[config.mk]
export PLATFORM = sky130hd
export DESIGN_NAME = md_unit_flat
export DESIGN_NICKNAME = d
export VERILOG_FILES = /design/src/rtl/md_unit_pkg.sv /design/src/rtl/md_unit_if.sv /design/src/rtl/md_iter_core.sv /design/src/rtl/md_unit.sv /design/src/flat_wrapper.sv
export SDC_FILE = /design/constraint.sdc
export NUM_CORES = 1
export LEC_CHECK = 0
export BUFFER_PORTS_ARGS = -buffer_cell sky130_fd_sc_hd__buf_4
export CORE_MARGIN = 8
export CORE_UTILIZATION = 55
export CTS_CLUSTER_SIZE = 8
export DETAILED_ROUTE_END_ITERATION = 7
export HOLD_SLACK_MARGIN = 0.06
export MAX_ROUTING_LAYER = met4
export PLACE_DENSITY_LB_ADDON = 0.05
export SLEW_MARGIN = 30
export SYNTH_ARGS = -nofsm -noshare
export SYNTH_HDL_FRONTEND = slang
export SYNTH_SLANG_ARGS = --single-unit
[constraint.sdc]
create_clock -name clk -period 3.1 [get_ports clk]
set_input_delay 0.93 -clock clk [delete_from_list [all_inputs] [get_ports clk]]
set_output_delay 0.93 -clock clk [all_outputs]
set_load 0.01 [all_outputs]
[src/rtl/md_unit_pkg.sv]
// Shared constants for the multiply/divide unit: MIPS funct codes and FSM states.
package md_unit_pkg;

  localparam logic [5:0] FUNC_MULT  = 6'h18;
  localparam logic [5:0] FUNC_MULTU = 6'h19;
  localparam logic [5:0] FUNC_DIV   = 6'h1A;
  localparam logic [5:0] FUNC_DIVU  = 6'h1B;

  typedef enum logic [1:0] {
    ST_IDLE = 2'b00,
    ST_CALC = 2'b01,
    ST_FIX  = 2'b10,
    ST_DONE = 2'b11
  } md_state_t;

  function automatic logic func_valid(input logic [5:0] f);
    return (f == FUNC_MULT) || (f == FUNC_MULTU) || (f == FUNC_DIV) || (f == FUNC_DIVU);
  endfunction

endpackage

[src/rtl/md_unit_if.sv]
// Request/result bundle between the EX stage and md_unit.
interface md_unit_if #(
  parameter int unsigned XLEN = 32
) ();

  logic            start;
  logic [5:0]      func;
  logic [XLEN-1:0] A;
  logic [XLEN-1:0] B;
  logic            cancel;
  logic            busy;
  logic            stall;
  logic            done;
  logic [XLEN-1:0] hi;
  logic [XLEN-1:0] lo;

  modport master (
    output start, func, A, B, cancel,
    input  busy, stall, done, hi, lo
  );

  modport slave (
    input  start, func, A, B, cancel,
    output busy, stall, done, hi, lo
  );

endinterface

[src/rtl/md_iter_core.sv]
// Iteration datapath: 2*XLEN accumulator/remainder register with one XLEN-bit
// shift-add (multiply) or restoring shift-subtract (divide) step per enable.
module md_iter_core #(
  parameter int unsigned XLEN = 32
) (
  input  logic              clk,
  input  logic              resetn,
  input  logic              load,
  input  logic              step,
  input  logic              div,
  input  logic [XLEN-1:0]   a_mag,
  input  logic [XLEN-1:0]   b_mag,
  output logic [2*XLEN-1:0] acc
);

  logic [XLEN-1:0]   m;
  logic [XLEN:0]     tmp;
  logic [XLEN:0]     diff;
  logic [XLEN:0]     sum;
  logic [2*XLEN-1:0] acc_nx;

  always_comb begin
    tmp  = acc[2*XLEN-1:XLEN-1];
    diff = tmp - {1'b0, m};
    sum  = {1'b0, acc[2*XLEN-1:XLEN]} + (acc[0] ? {1'b0, m} : '0);
    if (div) begin
      // Negative trial difference restores the shifted partial remainder.
      acc_nx = diff[XLEN] ? {tmp[XLEN-1:0], acc[XLEN-2:0], 1'b0}
                          : {diff[XLEN-1:0], acc[XLEN-2:0], 1'b1};
    end else begin
      acc_nx = {sum, acc[XLEN-1:1]};
    end
  end

  always_ff @(posedge clk or negedge resetn) begin
    if (!resetn) begin
      m   <= '0;
      acc <= '0;
    end else if (load) begin
      m   <= div ? b_mag : a_mag;
      acc <= {{XLEN{1'b0}}, (div ? a_mag : b_mag)};
    end else if (step) begin
      acc <= acc_nx;
    end
  end

endmodule

[src/rtl/md_unit.sv]
// Iterative MULT/MULTU/DIV/DIVU unit producing HI/LO; owns FSM, counter, sign fix.
// Optional MD_FAST_MUL_EN: multiplies complete through a single-cycle product.
module md_unit
  import md_unit_pkg::*;
#(
  parameter int unsigned XLEN  = 32,
  parameter int unsigned CNT_W = 6
) (
  input  logic     clk,
  input  logic     resetn,
  md_unit_if.slave bus
);

  md_state_t state, state_nx;

  logic [CNT_W-1:0]  cnt;
  logic              op_div;
  logic              sign_q;
  logic              sign_r;
  logic              bzero;
  logic              busy_q;
  logic              done_q;
  logic [XLEN-1:0]   hi_q;
  logic [XLEN-1:0]   lo_q;

  logic              accept;
  logic              fast_hit;
  logic              load;
  logic              step;
  logic              commit;
  logic              core_div;
  logic              sa;
  logic              sb;
  logic [XLEN-1:0]   a_mag;
  logic [XLEN-1:0]   b_mag;
  logic [2*XLEN-1:0] acc;
  logic [2*XLEN-1:0] prod_fix;
  logic [2*XLEN-1:0] fast_prod;
  logic [XLEN-1:0]   q_mag;
  logic [XLEN-1:0]   r_mag;
  logic [XLEN-1:0]   res_hi;
  logic [XLEN-1:0]   res_lo;

  assign accept = bus.start & (state == ST_IDLE) & func_valid(bus.func) & ~bus.cancel;
  assign sa     = ~bus.func[0] & bus.A[XLEN-1];
  assign sb     = ~bus.func[0] & bus.B[XLEN-1];
  assign a_mag  = sa ? -bus.A : bus.A;
  assign b_mag  = sb ? -bus.B : bus.B;

`ifdef MD_FAST_MUL_EN
  logic [2*XLEN-1:0] fast_mag;
  assign fast_hit  = accept & ~bus.func[1];
  assign fast_mag  = {{XLEN{1'b0}}, a_mag} * {{XLEN{1'b0}}, b_mag};
  assign fast_prod = (sa ^ sb) ? -fast_mag : fast_mag;
`else
  assign fast_hit  = 1'b0;
  assign fast_prod = '0;
`endif

  always_ff @(posedge clk or negedge resetn) begin
    if (!resetn) state <= ST_IDLE;
    else         state <= state_nx;
  end

  always_comb begin
    state_nx = state;
    case (state)
      ST_IDLE: if (accept) state_nx = fast_hit ? ST_DONE : ST_CALC;
      ST_CALC: begin
        if (bus.cancel)                       state_nx = ST_IDLE;
        else if (cnt == CNT_W'(XLEN - 1))     state_nx = ST_FIX;
      end
      ST_FIX:  state_nx = bus.cancel ? ST_IDLE : ST_DONE;
      ST_DONE: state_nx = ST_IDLE;
      default: state_nx = ST_IDLE;
    endcase
  end

  always_comb begin
    load   = 1'b0;
    step   = 1'b0;
    commit = 1'b0;
    case (state)
      ST_IDLE: load   = accept & ~fast_hit;
      ST_CALC: step   = ~bus.cancel;
      ST_FIX:  commit = ~bus.cancel;
      default: ;
    endcase
  end

  // Operation type must reach the core on the load edge, before op_div is registered.
  assign core_div = load ? bus.func[1] : op_div;

  md_iter_core #(
    .XLEN(XLEN)
  ) u_core (
    .clk   (clk),
    .resetn(resetn),
    .load  (load),
    .step  (step),
    .div   (core_div),
    .a_mag (a_mag),
    .b_mag (b_mag),
    .acc   (acc)
  );

  assign prod_fix = sign_q ? -acc : acc;
  assign q_mag    = acc[XLEN-1:0];
  assign r_mag    = acc[2*XLEN-1:XLEN];

  // A zero divisor leaves the raw dividend in the remainder; sign_r restores A exactly.
  always_comb begin
    if (op_div) begin
      res_lo = bzero ? '1 : (sign_q ? -q_mag : q_mag);
      res_hi = sign_r ? -r_mag : r_mag;
    end else begin
      res_hi = prod_fix[2*XLEN-1:XLEN];
      res_lo = prod_fix[XLEN-1:0];
    end
  end

  always_ff @(posedge clk or negedge resetn) begin
    if (!resetn) begin
      cnt    <= '0;
      op_div <= 1'b0;
      sign_q <= 1'b0;
      sign_r <= 1'b0;
      bzero  <= 1'b0;
      busy_q <= 1'b0;
      done_q <= 1'b0;
      hi_q   <= '0;
      lo_q   <= '0;
    end else begin
      busy_q <= (state_nx == ST_CALC) || (state_nx == ST_FIX);
      done_q <= commit | fast_hit;
      cnt    <= step ? cnt + 1'b1 : '0;
      if (load) begin
        op_div <= bus.func[1];
        sign_q <= sa ^ sb;
        sign_r <= sa;
        bzero  <= (bus.B == '0);
      end
      if (commit) begin
        hi_q <= res_hi;
        lo_q <= res_lo;
      end else if (fast_hit) begin
        hi_q <= fast_prod[2*XLEN-1:XLEN];
        lo_q <= fast_prod[XLEN-1:0];
      end
    end
  end

  assign bus.busy  = busy_q;
  assign bus.done  = done_q;
  assign bus.stall = busy_q | accept;
  assign bus.hi    = hi_q;
  assign bus.lo    = lo_q;

endmodule

[src/flat_wrapper.sv]
// flat-port wrapper written by rule: the top's interface ports become plain ports
module md_unit_flat import md_unit_pkg::*;
#(
  parameter int unsigned XLEN  = 32,
  parameter int unsigned CNT_W = 6
)
  (clk, resetn, bus_start, bus_func, bus_A, bus_B, bus_cancel, bus_busy, bus_stall, bus_done, bus_hi, bus_lo);
  md_unit_if #(.XLEN(XLEN)) bus_i ();
  input  logic clk;
  input  logic resetn;
  input wire logic [$bits(bus_i.start)-1:0] bus_start;
  input wire logic [$bits(bus_i.func)-1:0] bus_func;
  input wire logic [$bits(bus_i.A)-1:0] bus_A;
  input wire logic [$bits(bus_i.B)-1:0] bus_B;
  input wire logic [$bits(bus_i.cancel)-1:0] bus_cancel;
  output wire logic [$bits(bus_i.busy)-1:0] bus_busy;
  output wire logic [$bits(bus_i.stall)-1:0] bus_stall;
  output wire logic [$bits(bus_i.done)-1:0] bus_done;
  output wire logic [$bits(bus_i.hi)-1:0] bus_hi;
  output wire logic [$bits(bus_i.lo)-1:0] bus_lo;
  assign bus_i.start = bus_start;
  assign bus_i.func = bus_func;
  assign bus_i.A = bus_A;
  assign bus_i.B = bus_B;
  assign bus_i.cancel = bus_cancel;
  assign bus_busy = bus_i.busy;
  assign bus_stall = bus_i.stall;
  assign bus_done = bus_i.done;
  assign bus_hi = bus_i.hi;
  assign bus_lo = bus_i.lo;
  md_unit #(.XLEN(XLEN), .CNT_W(CNT_W)) u_core (.clk(clk), .resetn(resetn), .bus(bus_i));
endmodule
==> metrics, run 1 <==
status=finished clean; syn nets=1991; Switching Share=between 40% and 50%; post-synthesis to final-layout area growth=27.3%; RSZ-0062 raised after global routing=yes; CTS tree=done; peak supply drop=0.372 mV; Synth Instances=1846; Synth top area share=30.0%; Hold Vio Cnt, Final=0; Placer Congestion=roughly 1.0; DRC=0; Setup violations, final=0; Int Pwr=6220 uW; CTS Buffer Depth=2; H-tree depth=4; final WL=52400 um; cts bufs inserted=17; Relative slew margins=a little under half; maximum clock rate=around 0.33 GHz; die height=179 um; antenna violations before repair=2; Port Buffer Count=140; # IOs=between 100 and 150; leading area contributor after synthesis=dfrtp_1; clock skew after layout=17.8 ps; layout cell share with drive strength beyond 1=23.4%; pin count of the biggest net entering global routing=78; full die area=0.0319 mm2; largest family of logic cells by synthesized area=compound AO/OA/AOI/OAI gates; GRT overflow=0; Post-synth EDFFs=0; post-synthesis xor/xnor area fraction=a little over a tenth; HP Class=in -> async; Avg Cell Area, Syn=7.87 um2; vias=about 16000; WS Path Type=reg -> reg; Total GRT Usage=32.8%; Starting Density=55.9%; CTS Root Cell=clkbuf_16; vias per inst=6.26; ANT nets after route=0; Synth Register Bits=174; Fin Hold WS=469 ps; asr flop ratio synth=between 90% and 100%; Final min period=3070 ps; P_sw=4940 uW; vias in the first global route=14600; Comb pwr share=roughly half; Slew @ Worst Pin=819 ps; Place WS=-237 ps; top-count cell post-synth=nand2_1; Worst setup EP type=flip-flop; final setup margin=29.6 ps; row cnt=slightly below 60; Detailed Routing Iterations Pass 1=5; max-cap viol count=0; library cells used by synthesis=just over 80; Pleak=0.00834 uW; CP arrival=between 3000 and 4000 ps; Synth Area in Simple Gates=19.4%; clock share of power=a little over a fifth; CP Data Required Time=between 3000 and 4000 ps; Reg2Reg Depth=14; yosys warns=0; ys flop type=dfrtp_1; Synth Cell Area=0.0145 mm2; Nets=2273; Post-Synth Adder-Cell Area=6.22%; top post-synthesis cells by area=dfrtp_1 (30%), ha_1 (5.9%), a21oi_1 (5.7%); die width=179 um; wire per inst=approximately 21 um; critical path peak fanout=8; clk sinks=174; critical path launch point type=flip-flop; Seq pwr share=a little over a quarter; sequential area share after synthesis=30.0%; Synth Area in Compound Gates=about a quarter; HPWL Detailed=40100 um; core area=0.0260 mm2; Commonest cells post-synth=nand2_1 (205), nor2_1 (194), dfrtp_1 (174); Final Max Tran Viols=0; first-pass GRT wire length=~80000 um; Iter 0 DRT Violations=about 1600; post-synthesis mux area share=3.59%; clk_lat worst skew=450 ps; power density over the cells=603 mW/mm2; Clock Pin Slew Worst Setup and Hold Paths=90 ps; Final Cycle Share=a little under 100%
==> metal layers <==
metal | global-route usage, % | part of all wire [%] | vias up
li1 | - | - | 7215
met1 | 44.7 | 43 | 7359
met2 | 49.4 | 45 | 812
met3 | 4.83 | 9.1 | 121
met4 | 10.5 | 3.4 | 0
met5 | - | 0 | -
==> timing repair <==
action,CTS,global route
gates resized for setup,22,67
setup buffers,2,11
gates cloned,0,0
setup endpoints to repair,32,41
pin swaps,9,24
hold buffers,0,0
==> power by group through the flow <==
stage | Combinational (uW) | Clock, uW | Sequential [uW]
final | 5780 | 2360 | 3020
after global routing | 6240 | 2480 | 3050
after CTS | 5360 | 2380 | 2990
after detailed placement | 5270 | 0 | 3040
after global placement | 5200 | 0 | 3020
after floorplan | 3440 | 0 | 2890
==> metrics by stage <==
step	setup TNS, ps	std cells	power (uW)	area, um2	util, %
floorplan	0	1846	6330	14500	-
global placement	-4490	2431	8220	17300	66.7
detailed placement	-7020	2431	8310	17300	66.7
CTS	-7.52	2465	10700	18100	69.6
global route	-521	2477	11800	18500	71.2
finish	0	2477	11200	18500	71.2
==> flip-flops by register name, indices dropped and copies added (netlist names) <==
register           flops
u_core.bus.hi         32
u_core.cnt             6
u_core.op_div          1
u_core.state           2
u_core.bus.lo         32
u_core.bus.busy        1
u_core.u_core.m       32
u_core.bzero           1
u_core.bus.done        1
u_core.u_core.acc     64
u_core.sign_q          1
u_core.sign_r          1
==> worst max-delay path, cell delays in order, from the launching register on <==
cell and delay [ps]:
dfrtp_1 370, inv_1 120, ha_1 300, a21o_1 200
a21o_1 200, a221oi_2 380, a21oi_2 110, buf_4 170
o21ai_4 190, xnor2_2 110, buf_12 160, buf_4 130
buf_4 130, a41oi_2 190, o221ai_1 160
==> cell type report <==
class	count	area, um2
flip-flops and latches	174	4360
multi-input cells	1500	9930
well taps	335	419
inverters	64	243
clock buffers	17	425
diodes	1	2.50
clock inverters	15	215
fillers	2101	7490
repair buffers	371	2900
==> cell usage in the layout (no fill, tap or decap), types with 25 or more instances in the layout <==
cell type,count
inv_1,61
a21oi_1,159
buf_4,359
dfrtp_1,171
nand2_1,204
a21o_1,25
nor3_1,39
xnor2_1,85
nor2_1,187
xor2_1,89
o21ai_0,141
o21ai_1,48
ha_1,60
o211ai_1,40
mux2i_1,50
==> worst paths after layout <==
path	startpoint	endpoint	slack, ps
max	u_core.u_core.m[13]$_DFFE_PN0N_	u_core.u_core.acc[61]$_DFFE_PN0P_	30
min	resetn	u_core.bus.hi[12]$_DFFE_PN0P_	470
max reg2reg	u_core.u_core.m[13]$_DFFE_PN0N_	u_core.u_core.acc[61]$_DFFE_PN0P_	30
min reg2reg	u_core.bus.hi[31]$_DFFE_PN0P_	u_core.bus.hi[31]$_DFFE_PN0P_	480
max in group asynchronous	resetn	u_core.u_core.acc[32]$_DFFE_PN0P_	1880
min in group clk	u_core.bus.hi[31]$_DFFE_PN0P_	u_core.bus.hi[31]$_DFFE_PN0P_	480
==> kinds of logic after synthesis <==
group | count (synthesis)
AND/OR/NAND/NOR | 606
AO/OA/AOI/OAI | 595
XOR/XNOR | 176
flip-flops | 174
buffers and inverters | 172
adder cells (fa/ha/maj) | 71
multiplexers | 52
Note: power is estimated with default switching activity, not from simulation.
==> run 2: changes to the inputs <==
Settings changed: CAP_MARGIN set to 20, PLACE_DENSITY_LB_ADDON 0.05 to 0.08.
==> run 2 against run 1 <==
The run now ends with setup timing left. Utilization down 0.53 points. Global-route usage decreased by 0.28 points. Setup slack got worse by 36 ps. Non-clock buffer count decreased by 9. Combinational power decreased by 1%. Via count shrank 0.25%. Clock power hardly changed. Final cell count decreased by 0.40%. Sequential share of layout area is 0.17 points higher. First-iteration DRC count is 4.7% higher. Register-to-register slack lost 40 ps. Sequential power hardly changed. Largest power group unchanged.
==> metrics, run 2 (synthesis results as in run 1) <==
layout cell share with drive strength beyond 1=22.8% (-0.60 points); clock share of power=21.2% (about the same); first-pass GRT wire length=79200 um (-1.3%); critical path peak fanout=4 (-4); peak supply drop=0.437 mV (+17%); Fin Hold WS=465 ps (-4.04 ps); antenna violations before repair=1 (-1); ANT nets after route=0 (unchanged); CTS tree=done; diode count=0 (-1); Placer Congestion=0.963 (-5.6%); violated checks=setup timing; WS Path Type=reg -> reg; Relative slew margins=37.3% (-8.1 points); Starting Density=55.9% (unchanged); Clock Pin Slew Worst Setup and Hold Paths=80 ps (about the same); Multi-input gate area=0.00986 mm2 (-0.76%); # IOs=141 (unchanged); vias in the first global route=14300 (-1.5%); Worst setup EP type=flip-flop; CTS Buffer Depth=2 (unchanged); Final min period=3110 ps (+35.9 ps); Nets=2264 (-0.40%); wire per inst=21.1 um (-0.25%); CP Data Required Time=3460 ps (+70 ps); leading cell type in the layout, fill and taps excluded=buf_4; clock skew after layout=22.4 ps (+4.52 ps); Reg with most FFs=u_core.u_core.acc; post-synthesis to final-layout area growth=26.4%; Port Buffer Count=140 (unchanged); CTS Hold Bufs=0 (unchanged); H-tree depth=4 (unchanged); RSZ-0062 raised after global routing=yes; Comb pwr share=51.7% (about the same); Seq pwr share=27.1% (about the same); vias=15500 (-0.25%); total negative slack=-6.28 ps (-6.28 ps); Switching Share=44.4% (+0.18 points); Iter 0 DRT Violations=1654 (+4.7%); max reg flops=64 (unchanged); Total GRT Usage=32.5% (-0.28 points); max-cap viol count=0 (unchanged); Detailed Routing Iterations Pass 1=5 (unchanged); DRC=0 (unchanged); critical path launch point type=flip-flop; Inst Count DP=2425 (-0.25%); Non-Filler Instances=2467 (-0.40%); CP arrival=3460 ps (+100 ps); final setup margin=-6.28 ps (-35.9 ps); HPWL Detailed=40000 um (-0.43%); Setup violations, final=1 (+1); Final Cycle Share=100% (+1.2 points); GRT overflow=0 (unchanged); pin count of the biggest net entering global routing=81 (+3.8%); HP Class=in -> async; FF+latch area=0.00436 mm2 (about the same); final WL=52100 um (-0.65%); Slew @ Worst Pin=935 ps (+116 ps); clk sinks=174 (unchanged); CTS Root Cell=clkbuf_16; die width=179 um (unchanged); row cnt=59 (unchanged); P_sw=4920 uW (-0.34%); most frequent cells in the layout=buf_4 (348), nand2_1 (204), nor2_1 (191); Hold Vio Cnt, Final=0 (unchanged); status=finished, violations left; cts bufs inserted=17 (unchanged); Fillers=2053 (-2.3%); Final Max Tran Viols=0 (unchanged); core area=0.0260 mm2 (unchanged); full die area=0.0319 mm2 (unchanged); maximum clock rate=0.322 GHz (-1.2%); Pleak=0.00832 uW (-0.27%); Int Pwr=6160 uW (-1.1%); clk_lat worst skew=460 ps (about the same); power density over the cells=603 mW/mm2 (about the same); vias per inst=6.27 (+0.15%); die height=179 um (unchanged)
run 2: changes by cell type in the layout (fill, tap and decap cells not counted), sizes merged:
cell	change
buf	-9
diode	-1
clkinv	+1
inv	-1
run 2: power by group through the flow:
| stage | Clock [uW] | Sequential, uW | Combinational [uW] |
|---|---|---|---|
| after global placement | 0 | 3000 | 5230 |
| after global routing | 2440 | 3030 | 6190 |
| after CTS | 2350 | 2970 | 5390 |
| after detailed placement | 0 | 3010 | 5290 |
| final | 2350 | 3000 | 5720 |
| after floorplan | 0 | 2890 | 3440 |
run 2: per-layer routing:
| metal | routed length [um] | vias to the layer above | track usage (%) |
|---|---|---|---|
| li1 | - | 7196 | - |
| met3 | 4890 | 90 | 5.25 |
| met4 | 1430 | 0 | 9.89 |
| met2 | 23200 | 772 | 48.6 |
| met5 | 0 | - | - |
| met1 | 22500 | 7410 | 44.6 |
run 2: cell type report:
class / count / share of cell area, %
multi-input combinational: 1500 / 53.7
sequential: 174 / 23.7
timing repair buffer: 362 / 15.5
clock buffer: 17 / 2.32
tap: 335 / 2.28
inverter: 64 / 1.31
clock inverter: 15 / 1.19
run 2: path summary, 6_finish.rpt:
check,start,to,slack [ps],cells past startpoint
worst min-delay path,resetn,u_core.bus.hi[12]$_DFFE_PN0P_,470,1
worst min register to register,u_core.bus.hi[15]$_DFFE_PN0P_,u_core.bus.hi[15]$_DFFE_PN0P_,480,2
min in group clk,u_core.bus.hi[15]$_DFFE_PN0P_,u_core.bus.hi[15]$_DFFE_PN0P_,480,2
max in group asynchronous,resetn,u_core.u_core.acc[7]$_DFFE_PN0P_,1910,2
worst max register to register,u_core.u_core.acc[32]$_DFFE_PN0P_,u_core.u_core.acc[59]$_DFFE_PN0P_,-6,10
worst max-delay path,u_core.u_core.acc[32]$_DFFE_PN0P_,u_core.u_core.acc[59]$_DFFE_PN0P_,-6,10
run 2: repair_timing:
action | 4_1_cts | 5_1_grt
pin swaps | 13 | 29
endpoints found under the hold margin | 0 | 0
resized for setup | 25 | 54
setup buffers | 2 | 8
cloned | 0 | 0
endpoints found under the setup margin | 13 | 47
run 2: critical path, stage by stage, from the launching register on:
cell	delay, ps
dfrtp_1	430
ha_1	310
nor2b_4	170
o2111ai_4	160
a2111oi_4	440
nor2_2	80
o211a_1	250
or4_4	510
and3b_1	180
o31a_1	250
a221oi_2	240
run 2: per-stage QoR:
step / total power (uW) / area (um2) / utilization, % / setup WS [ps]
2_1_floorplan: 6330 / 14500 / - / 39.6
3_3_place_gp: 8230 / 17300 / 66.6 / -268
3_5_place_dp: 8300 / 17300 / 66.6 / -316
4_1_cts: 10700 / 18100 / 69.6 / 0.114
5_1_grt: 11700 / 18400 / 70.6 / -155
6_report: 11100 / 18400 / 70.6 / -6.28
==> run 3: changes to the inputs <==
Settings changed: CELL_PAD_IN_SITES_DETAIL_PLACEMENT set to 0, CELL_PAD_IN_SITES_GLOBAL_PLACEMENT set to 1, CORE_UTILIZATION 55 to 41.
==> run 3 against run 2 <==
The flow now finishes without violations. Largest cell class unchanged. Setup slack improved by 7.4 ps. Via count down 2.7%. Sequential share of layout area is 0.78 points lower. Non-clock buffer count grew 33. Final area rose by 3.4%. Critical path type unchanged. Die area rose by 31%. Sequential cell count stayed put.
==> metrics, run 3 (synthesis results as in run 1) <==
RSZ-0062 raised after global routing=yes; Final Max Tran Viols=0 (unchanged); Worst setup EP type=flip-flop; pin count of the biggest net entering global routing=71 (-12%); full die area=0.0417 mm2 (+31%); vias=15000 (-2.7%); Hold Vio Cnt, Final=0 (unchanged); die height=204 um (+14%); antenna violations before repair=1 (unchanged); CP arrival=3470 ps (about the same); Setup violations, final=0 (-1); Clock Pin Slew Worst Setup and Hold Paths=80 ps (about the same); Final Cycle Share=100% (-0.24 points); Fillers=3427 (+67%); Iter 0 DRT Violations=1112 (-33%); Relative slew margins=36.7% (-0.55 points); die width=204 um (+14%); cts bufs inserted=17 (unchanged); diode count=0 (unchanged); critical path launch point type=flip-flop; most frequent cells in the layout=buf_4 (377), nand2_1 (202), nor2_1 (186); total negative slack=0 ps (+6.28 ps); WS Path Type=reg -> reg; leading cell type in the layout, fill and taps excluded=buf_4; ANT nets after route=0 (unchanged); wire per inst=21.4 um (+1.6%); clk sinks=174 (unchanged); CP max stage delay=430 ps (-80 ps); # IOs=141 (unchanged); Placer Congestion=0.989 (+2.6%); crit path cell chain=buf_4 -> and2_4 -> ha_4 -> inv_1 -> fa_2 -> nor2b_2 -> o31a_1 -> a21oi_4 -> a211oi_2 -> nor2_1 -> nor3_2 -> o22ai_4 -> o211a_1 -> nor4_2; CTS Buffer Depth=2 (unchanged); CP Data Required Time=3470 ps (about the same); peak supply drop=0.492 mV (+13%); power density over the cells=608 mW/mm2 (+0.71%); final setup margin=1.09 ps (+7.37 ps); first-pass GRT wire length=87200 um (+10%); Reg with most FFs=u_core.u_core.acc; clk_lat worst skew=460 ps (about the same); GRT overflow=0 (unchanged); Port Buffer Count=140 (unchanged); slowest stage cell, crit path=dfrtp_1; maximum clock rate=0.323 GHz (+0.24%); vias per inst=5.73 (-8.6%); Final min period=3100 ps (-7.37 ps); status=finished clean; layout cell share with drive strength beyond 1=25.5% (+2.7 points); Total GRT Usage=27.5% (-5.0 points); Place WS=-218 ps (+98.1 ps); row cnt=69 (+17%); max-cap viol count=0 (unchanged); Nets=2297 (+1.5%); clock skew after layout=13.8 ps (-8.58 ps); HP Class=in -> async; core area=0.0352 mm2 (+36%); CTS tree=done; DRC=0 (unchanged); critical path peak fanout=3 (-1); Starting Density=41.2% (-15 points); H-tree depth=4 (unchanged); CTS Root Cell=clkbuf_16; post-synthesis to final-layout area growth=30.7%; max reg flops=64 (unchanged); final WL=56300 um (+8.2%); Detailed Routing Iterations Pass 1=6 (+1); vias in the first global route=14900 (+4.2%); HPWL Detailed=44200 um (+11%); Slew @ Worst Pin=946 ps (+10.6 ps); Pleak=0.00848 uW (+1.9%)
-- run 3: cell count changes in the layout (fill, tap and decap cells not counted), sizes merged --
cell | before | now
buf | 362 | 393
clkinv | 7 | 3
bufinv | 0 | 2
clkbuf | 17 | 19
clkinvlp | 0 | 1
inv | 72 | 73
-- run 3: final cells by class --
cell class	count	area [um2]	share of cell area, %
repair buffers	395	3110	16.4
well taps	461	577	3.04
inverters	64	243	1.28
flip-flops and latches	174	4360	23.0
multi-input cells	1500	10100	53.0
clock inverters	15	208	1.09
clock buffers	17	425	2.24
-- run 3: critical path: cells and delay by family (launching register included) --
family,cells,cell delay (ps)
buf+inv,2,200
compound gates,5,970
simple gates,5,900
fa+ha+maj,2,510
flops,1,430
-- run 3: what timing repair did --
item | 4_1_cts | 5_1_grt
cloned | 0 | 2
hold buffers | 0 | 0
endpoints found under the setup margin | 21 | 51
buffers inserted | 1 | 17
pin swaps | 6 | 41
gates resized for setup | 24 | 100
-- run 3: layer usage --
metal	part of all wire [%]	GRT usage [%]
met1	44	35.2
met2	48	44.1
met4	4.2	10.9
met3	4.8	3.15
met5	0	-
-- run 3: path summary, 6_finish.rpt --
kind                                                  start                                end  slack, ps  cells after the start
max in group asynchronous                            resetn  u_core.u_core.acc[32]$_DFFE_PN0P_       1910                      2
setup / recovery           u_core.u_core.acc[0]$_DFFE_PN0P_  u_core.u_core.acc[63]$_DFFE_PN0P_          1                     14
hold reg to reg               u_core.bus.hi[19]$_DFFE_PN0P_      u_core.bus.hi[19]$_DFFE_PN0P_        490                      2
hold / removal                                       resetn  u_core.u_core.acc[56]$_DFFE_PN0P_        390                      1
setup reg to reg           u_core.u_core.acc[0]$_DFFE_PN0P_  u_core.u_core.acc[63]$_DFFE_PN0P_          1                     14
min in group clk              u_core.bus.hi[19]$_DFFE_PN0P_      u_core.bus.hi[19]$_DFFE_PN0P_        490                      2
-- run 3: report_power, final --
| part | internal (uW) | switching (uW) | total [uW] |
|---|---|---|---|
| logic | 2660 | 3560 | 6220 |
| clock network | 1250 | 1130 | 2380 |
| registers | 2580 | 350 | 2930 |
| total | 6500 | 5040 | 11500 |
-- run 3: metrics by stage --
stage / hold WS (ps) / area (um2) / instances / power (uW) / utilization [%]
final: 392 / 19000 / 2626 / 11500 / 53.9
after floorplan: 449 / 14500 / 1846 / 6330 / -
after CTS: 397 / 18400 / 2608 / 11100 / 52.1
after global routing: 409 / 19000 / 2626 / 12300 / 53.9
after global placement: 462 / 17600 / 2575 / 8560 / 50.0
after detailed placement: 474 / 17600 / 2575 / 8590 / 50.0
